===== src/rtl/lock_rst_seq.sv =====
// Staged active-low reset sequencer driven by a clocking-wizard lock indication.
// Optional macro LOCK_LOSS_CNT_EN enables the saturating lock-loss counter.
module lock_rst_seq #(
  parameter int STABLE_CYCLES = 1024,
  parameter int STAGE_GAP     = 16
) (
  input  logic       i_sys_clk,
  input  logic       i_rst_n,
  input  logic       i_locked,
  input  logic       i_soft_rst,
  output logic [2:0] o_rst_n,
  output logic       o_ready,
  output logic [1:0] o_state,
  output logic [7:0] o_lock_loss_cnt
);

  localparam int MAX_CNT = (STABLE_CYCLES > STAGE_GAP) ? STABLE_CYCLES : STAGE_GAP;
  localparam int CW      = (MAX_CNT > 1) ? $clog2(MAX_CNT) : 1;
  localparam logic [CW-1:0] STABLE_LAST = CW'(STABLE_CYCLES - 1);
  localparam logic [CW-1:0] GAP_LAST    = CW'(STAGE_GAP - 1);

  typedef enum logic [1:0] {
    IDLE    = 2'd0,
    STABLE  = 2'd1,
    RELEASE = 2'd2,
    RUN     = 2'd3
  } state_t;

  logic [1:0]    sync_r;
  logic          locked_s;
  state_t        state_r;
  state_t        state_s;
  logic [CW-1:0] cnt_r;
  logic [CW-1:0] cnt_s;
  logic [2:0]    rst_n_r;
  logic [2:0]    rst_n_s;
  logic          ready_r;
  logic          ready_s;

  assign locked_s = sync_r[1];

  // Two-flop synchronizer for the asynchronous lock indication
  always_ff @(posedge i_sys_clk or negedge i_rst_n) begin
    if (!i_rst_n) begin
      sync_r <= 2'b00;
    end else begin
      sync_r <= {sync_r[0], i_locked};
    end
  end

  // FSM state, window/gap counter and registered outputs
  always_ff @(posedge i_sys_clk or negedge i_rst_n) begin
    if (!i_rst_n) begin
      state_r <= IDLE;
      cnt_r   <= '0;
      rst_n_r <= 3'b000;
      ready_r <= 1'b0;
    end else begin
      state_r <= state_s;
      cnt_r   <= cnt_s;
      rst_n_r <= rst_n_s;
      ready_r <= ready_s;
    end
  end

  // Next-state logic: lock loss beats soft reset beats normal progression
  always_comb begin
    state_s = state_r;
    cnt_s   = cnt_r;
    rst_n_s = rst_n_r;
    ready_s = ready_r;
    case (state_r)
      IDLE: begin
        rst_n_s = 3'b000;
        ready_s = 1'b0;
        cnt_s   = '0;
        if (locked_s) begin
          state_s = STABLE;
        end else begin
          state_s = IDLE;
        end
      end
      STABLE: begin
        rst_n_s = 3'b000;
        ready_s = 1'b0;
        if (!locked_s) begin
          state_s = IDLE;
          cnt_s   = '0;
        end else if (cnt_r == STABLE_LAST) begin
          state_s = RELEASE;
          cnt_s   = '0;
          rst_n_s = 3'b001;
        end else begin
          cnt_s = cnt_r + 1'b1;
        end
      end
      RELEASE, RUN: begin
        if (!locked_s) begin
          state_s = IDLE;
          cnt_s   = '0;
          rst_n_s = 3'b000;
          ready_s = 1'b0;
        end else if (i_soft_rst) begin
          state_s = STABLE;
          cnt_s   = '0;
          rst_n_s = 3'b000;
          ready_s = 1'b0;
        end else if (state_r == RUN) begin
          cnt_s   = '0;
          rst_n_s = 3'b111;
          ready_s = 1'b1;
        end else if (cnt_r == GAP_LAST) begin
          cnt_s = '0;
          // Stage 1 still held means this gap releases stage 1, otherwise stage 2
          if (!rst_n_r[1]) begin
            rst_n_s = 3'b011;
          end else begin
            rst_n_s = 3'b111;
            ready_s = 1'b1;
            state_s = RUN;
          end
        end else begin
          cnt_s = cnt_r + 1'b1;
        end
      end
      default: begin
        state_s = IDLE;
        cnt_s   = '0;
        rst_n_s = 3'b000;
        ready_s = 1'b0;
      end
    endcase
  end

  assign o_rst_n = rst_n_r;
  assign o_ready = ready_r;
  assign o_state = state_r;

`ifdef LOCK_LOSS_CNT_EN
  logic       loss_inc_s;
  logic [7:0] loss_cnt_r;

  assign loss_inc_s = !locked_s && ((state_r == RELEASE) || (state_r == RUN));

  // Saturating count of lock losses after the first stage was released
  always_ff @(posedge i_sys_clk or negedge i_rst_n) begin
    if (!i_rst_n) begin
      loss_cnt_r <= 8'd0;
    end else if (loss_inc_s && (loss_cnt_r != 8'd255)) begin
      loss_cnt_r <= loss_cnt_r + 8'd1;
    end else begin
      loss_cnt_r <= loss_cnt_r;
    end
  end

  assign o_lock_loss_cnt = loss_cnt_r;
`else
  assign o_lock_loss_cnt = 8'd0;
`endif

endmodule


===== config.mk =====
export PLATFORM = sky130hd
export DESIGN_NAME = lock_rst_seq
export DESIGN_NICKNAME = d
export VERILOG_FILES = /design/src/rtl/lock_rst_seq.sv
export SDC_FILE = /design/constraint.sdc
export NUM_CORES = 1
export LEC_CHECK = 0
export ABC_AREA = 1
export BUFFER_PORTS_ARGS = -buffer_cell sky130_fd_sc_hd__buf_4
export CORE_MARGIN = 4
export CORE_UTILIZATION = 40
export DETAILED_ROUTE_END_ITERATION = 6
export PLACE_DENSITY_LB_ADDON = 0.15
export REMOVE_ABC_BUFFERS = 1
export SLEW_MARGIN = 20
export SYNTH_ARGS = -nofsm -noshare
export SYNTH_HDL_FRONTEND = slang
export SYNTH_SLANG_ARGS = --single-unit
export TNS_END_PERCENT = 1

===== constraint.sdc =====
create_clock -name i_sys_clk -period 2.7 [get_ports i_sys_clk]
set_input_delay 0.54 -clock i_sys_clk [delete_from_list [all_inputs] [get_ports i_sys_clk]]
set_output_delay 0.54 -clock i_sys_clk [all_outputs]
set_load 0.005 [all_outputs]

== After elaboration in Yosys (flattened, before gate mapping) ==
Cells that the tools add are included.

* Output and inout bits: 14
* Input bits: 4
* Flip-flop bits (word level): 18

* Equality and inequality tests: 11
* Reduce and logical (&&, ||, !) cells: 5
* $add $sub $neg: 1
* Mux-type cells: 30

{| class="wikitable"
|+ Operators with widths
! operator !! count
|-
| $mux W10 || 6
|-
| $pmux W10 S3 || 1
|-
| $mux W3 || 5
|-
| $mux W2 || 7
|-
| $ne A4 B4 Y1 const B || 3
|-
| $add A10 B1 Y10 const B || 1
|-
| $eq A10 B10 Y1 const B || 1
|-
| $eq A10 B4 Y1 const B || 1
|-
| $ne A5 B5 Y1 const B || 2
|-
| $pmux W3 S3 || 1
|-
| $mux W1 || 8
|-
| $pmux W2 S3 || 1
|-
| $eq A2 B2 Y1 const B || 2
|-
| $reduce_and A4 Y1 || 1
|-
| $reduce_or A2 Y1 || 2
|-
| $ne A3 B3 Y1 const B || 1
|-
| $eq A2 B1 Y1 const B || 1
|-
| $logic_not A2 Y1 || 1
|-
| $pmux W1 S2 || 1
|-
| $reduce_and A2 Y1 || 1
|}

== Depth between registers and ports, before layout ==
* Depth in word-level cells: 6
* Depth in mapped cells: 8

== Worst setup path before layout ==
Ideal clock, no wire load.

* Kind: flip-flop to flip-flop
* Start: reg cnt_r[0]
* End: reg state_r[0] (netlist: o_state[0])
* Setup slack: 1,382 ps
* Buffers on the path: 0
* Cell stages (with the launch flop): 9
* Arrival time: 1,202 ps
* Cell sequence: dfrtp_1 ha_1 nand2_2 nor2_4 nand3_1 nand3_2 nand2_1 nand2_1 nand2_1

* Cells in the longest elaborated chain, start to end: 3
* Elaborated cells on any way between the ends: 5

{| class="wikitable"
|+ RTL lines
! what !! RTL line !! source
|-
| start: declaration || 33 || <nowiki>logic [CW-1:0] cnt_r;</nowiki>
|-
| start signal: assignment || 60 || <nowiki>cnt_r <= cnt_s;</nowiki>
|-
| $eq A10 B4 Y1 / $eq A10 B10 Y1 (equally long branches) || 112, 89 ||
|-
| $ne A4 B4 Y1 (no line) / $ne A3 B3 Y1 (equally long branches) || - ||
|-
| $reduce_and A4 Y1 (no line) * || - ||
|-
| end signal: assignment || 59 || <nowiki>state_r <= state_s;</nowiki>
|-
| end: declaration || 31 || <nowiki>state_t state_r;</nowiki>
|}

Every way passes the cells marked *; elsewhere a longest branch is shown, timed or not.
A chain may end at the register's enable or synchronous reset.

== Worst setup path in the final report ==
* Start: reg cnt_r[0]
* End: reg cnt_r[8]

* Cells in the longest elaborated chain, start to end: 6
* Elaborated cells on any way between the ends: 10

{| class="wikitable"
|+ RTL lines
! what !! RTL line !! source
|-
| $add A10 B1 Y10 / $eq A10 B4 Y1 (equally long branches) || 94, 123, 112 ||
|-
| $mux W10 || 112 || <nowiki>end else if (cnt_r == GAP_LAST) begin</nowiki>
|-
| $mux W10 || 108 || <nowiki>end else if (state_r == RUN) begin</nowiki>
|-
| $mux W10 || 103 || <nowiki>end else if (i_soft_rst) begin</nowiki>
|-
| $mux W10 || 98 || <nowiki>if (!locked_s) begin</nowiki>
|-
| $pmux W10 S3 * || 72 || <nowiki>case (state_r)</nowiki>
|-
| named net cnt_s[8] || 34 || <nowiki>logic [CW-1:0] cnt_s;</nowiki>
|}

The timed path passes the listed nets; every way through them passes the cells marked *.

==> results.py <==
metrics = {
    "worst_setup_path": {
        "cp_cell_sequence": "ha_1 -> nand2_2 -> nor2_4 -> nand4_1 -> nand2_2 -> nand2_1 -> nand2_1 -> nor2_1",
        "cp.arrival_ps": 1750,
        "worstSetupPathType": "register to register",
        "critical_path.max_stage_delay_ps": 440,
        "cp_slowest_cell": "dfrtp_1",
        "required_ps": 2900,
        "startpoint_type": "register",
        "crit_fanout": 12,
        "end_kind": "register",
    },
    "pwr": {
        "leakagePower_nw": 0.523,
        "ir_drop_mv": 0.414,
        "power-per-cell-area_mw_per_mm2": 454,
    },
    "global_route": {
        "grt_overflow": 0,
        "antenna_found_initial": 0,
        "track_usage_pct": 11.3,
        "first_global_vias": 610,
        "grt_pass1_wl_mm": 2.82,
        "grt_max_degree": 19,
    },
    "logic_synthesis": {
        "syn-cell-area_um2": 957,
        "ys_warn_count": 0,
        "ys_seq_area_share_pct": 47.1,
        "synth_cells": 117,
        "synth_cell_types": 22,
        "avgSynthCellArea_um2": 8.18,
        "synth_seq_cells": 18,
    },
    "die": {
        "io_pins": 18,
        "fp.dieW_um": 56.9,
        "core_mm2": 0.00225,
        "die_area_mm2": 0.00324,
        "die-height_um": 56.9,
        "floorplan.initialDensity_pct": 42.5,
        "fp-row-count": 17,
    },
    "detailed_routing": {
        "drt_iter0_markers": 7,
        "avgRoutedWirePerCell_um": 10.3,
        "vias_per_cell": 4.46,
        "drt_pre_antenna_iters": 4,
        "drc": 0,
        "ant_nets": 0,
        "drt_wl_total_mm": 1.60,
        "vias": 695,
    },
    "place": {
        "placed_area_mm2": 0.00101,
        "dp.cells": 152,
        "post-dp-hpwl_mm": 1.21,
        "place.gp.congestion": 0.783,
        "portBuffers": 9,
    },
    "sta": {
        "clock.fmax_ghz": 0.646,
        "period_minus_slack_ps": 1550,
        "rsz0062_at_grt": "false",
        "finalMaxSlewViolations": 0,
        "fin_crit_sh_pct": 57.4,
        "hold_viol": 0,
        "clock_skew_ps": 10.0,
        "setup_viol": 0,
        "setup-tns-final_ps": 0,
        "whs_ps": 84.7,
    },
    "finish": {
        "syn_to_final_growth_pct": 9.80,
        "seq_area_um2": 450,
        "n_antenna_cell": 0,
        "drive_gt1_share_pct": 18.0,
        "nets": 134,
        "multi_input_area_um2": 420,
        "design_area_mm2": 0.00105,
        "nFillCells": 235,
        "finalNonFillerCells": 156,
    },
    "clock_network": {
        "cts_setup_buffers": 0,
        "cts_made_buffers": 3,
        "cts.sinks": 18,
        "clk_pin_slew_ps": 110,
        "cts-resized-gates": 0,
        "worstSkewPairLatency_ps": 300,
        "cts_tree": "yes",
        "hold_buffers": 0,
        "ctsHtreeMaxLevel": 1,
        "clk_path_buf_depth": 2,
        "cts_root_buf": "clkbuf_4",
    },
    "worst_hold_path": {
        "hold_path_class": "input pin to async pin",
    },
    "job": {
        "timing.max_cap.violations": 0,
    },
    "outcome": {
        "status": "completed",
    },
}
## worst paths after layout
kind / cells past startpoint / slack (ps) / end / start
hold / removal: 1 / 80 / cnt_r[7] / i_rst_n
setup / recovery: 8 / 1150 / cnt_r[8] / cnt_r[0]
min in group i_sys_clk: 1 / 350 / sync_r[0] / i_locked
hold reg to reg: 0 / 360 / sync_r[1] / sync_r[0]
setup reg to reg: 8 / 1150 / cnt_r[8] / cnt_r[0]
max in group asynchronous: 1 / 2410 / o_rst_n[1] / i_rst_n
## where the power goes
part | leakage, nW | switching (W) | internal, W
clock network | 0.0210 | 0.0000839 | 0.0000822
registers | 0.245 | 0.00000619 | 0.000274
logic | 0.257 | 0.0000196 | 0.0000105
## cells in the final DEF, fill, tap and decap left out, types with 2 or more instances in the layout
cell type / instances
buf_4: 9
xor2_1: 2
nor2_4: 3
inv_1: 10
nand3_1: 6
o21ai_0: 2
nand2_1: 31
nor2_1: 14
nand2_2: 3
a21oi_1: 8
clkbuf_4: 3
dfrtp_1: 18
nand4_1: 2
conb_1: 8
## final cells by class
cell class,instances,share of cell area [%]
Inverter,11,3.93
Timing Repair Buffer,9,6.43
Multi-Input combinational cell,86,40.0
Sequential cell,18,42.9
Tap cell,28,3.33
Clock buffer,4,3.45
## worst max-delay path, delay by kind of cell (launching register included)
| kind | cells | cell delay, ps |
|---|---|---|
| fa+ha+maj | 1 | 230 |
| flops | 1 | 440 |
| simple gates | 7 | 800 |
## cell usage after synthesis
| cell | instances | share of area (%) |
|---|---|---|
| nor3_1 | 1 | 0.52 |
| inv_1 | 10 | 3.9 |
| buf_6 | 1 | 1.2 |
| o21ai_1 | 1 | 0.52 |
| nand3_1 | 6 | 3.1 |
| nand4_1 | 2 | 1.3 |
| nand3_2 | 1 | 1.0 |
| o21ai_0 | 2 | 1.0 |
| ha_1 | 1 | 1.3 |
| dfrtp_1 | 18 | 47 |
| xnor2_1 | 1 | 0.92 |
| or2_2 | 1 | 0.65 |
| inv_2 | 1 | 0.39 |
| buf_4 | 8 | 6.3 |
| conb_1 | 1 | 0.39 |
| nand2_1 | 31 | 12 |
| xor2_1 | 2 | 1.8 |
| nor2_1 | 14 | 5.5 |
| nor2_4 | 3 | 3.5 |
| a21oi_1 | 8 | 4.2 |
| a21boi_2 | 1 | 1.2 |
| nand2_2 | 3 | 2.0 |
## stage by stage
stage,power (W),worst slack [ps],utilization (%)
2_1_floorplan,0.000301,1360,-
3_3_place_gp,0.000316,1190,45.0
3_5_place_dp,0.000316,1160,45.0
4_1_cts,0.000487,1150,46.6
5_1_grt,0.000508,993,46.6
6_report,0.000477,1150,46.6
## state kept, by name, summed over array words and instances (netlist names)
name / cells
sync_r: 2
o_rst_n: 3
o_ready: 1
o_state: 2
cnt_r: 10
## cell families (layout without fill, tap and decap cells)
| family | count (synthesis) | after routing | share of synthesized area [%] |
|---|---|---|---|
| XOR/XNOR | 3 | 3 | 2.75 |
| AND/OR/NAND/NOR | 62 | 62 | 29.8 |
| adder cells (fa/ha/maj) | 1 | 1 | 1.31 |
| AO/OA/AOI/OAI | 12 | 12 | 6.93 |
| other | 1 | 8 | 0.392 |
| flip-flops | 18 | 18 | 47.1 |
| buffers and inverters | 20 | 24 | 11.8 |
## per-layer routing
layer  vias to the layer above  GRT usage [%]  part of all wire (%)
met5                         -              0                     0
met4                         0           3.97                   1.1
met3                         5           4.83                   5.9
met2                        13           14.5                    40
met1                       300           16.8                    53
li1                        377              -                     -
Note: power is estimated with default switching activity, not from simulation.
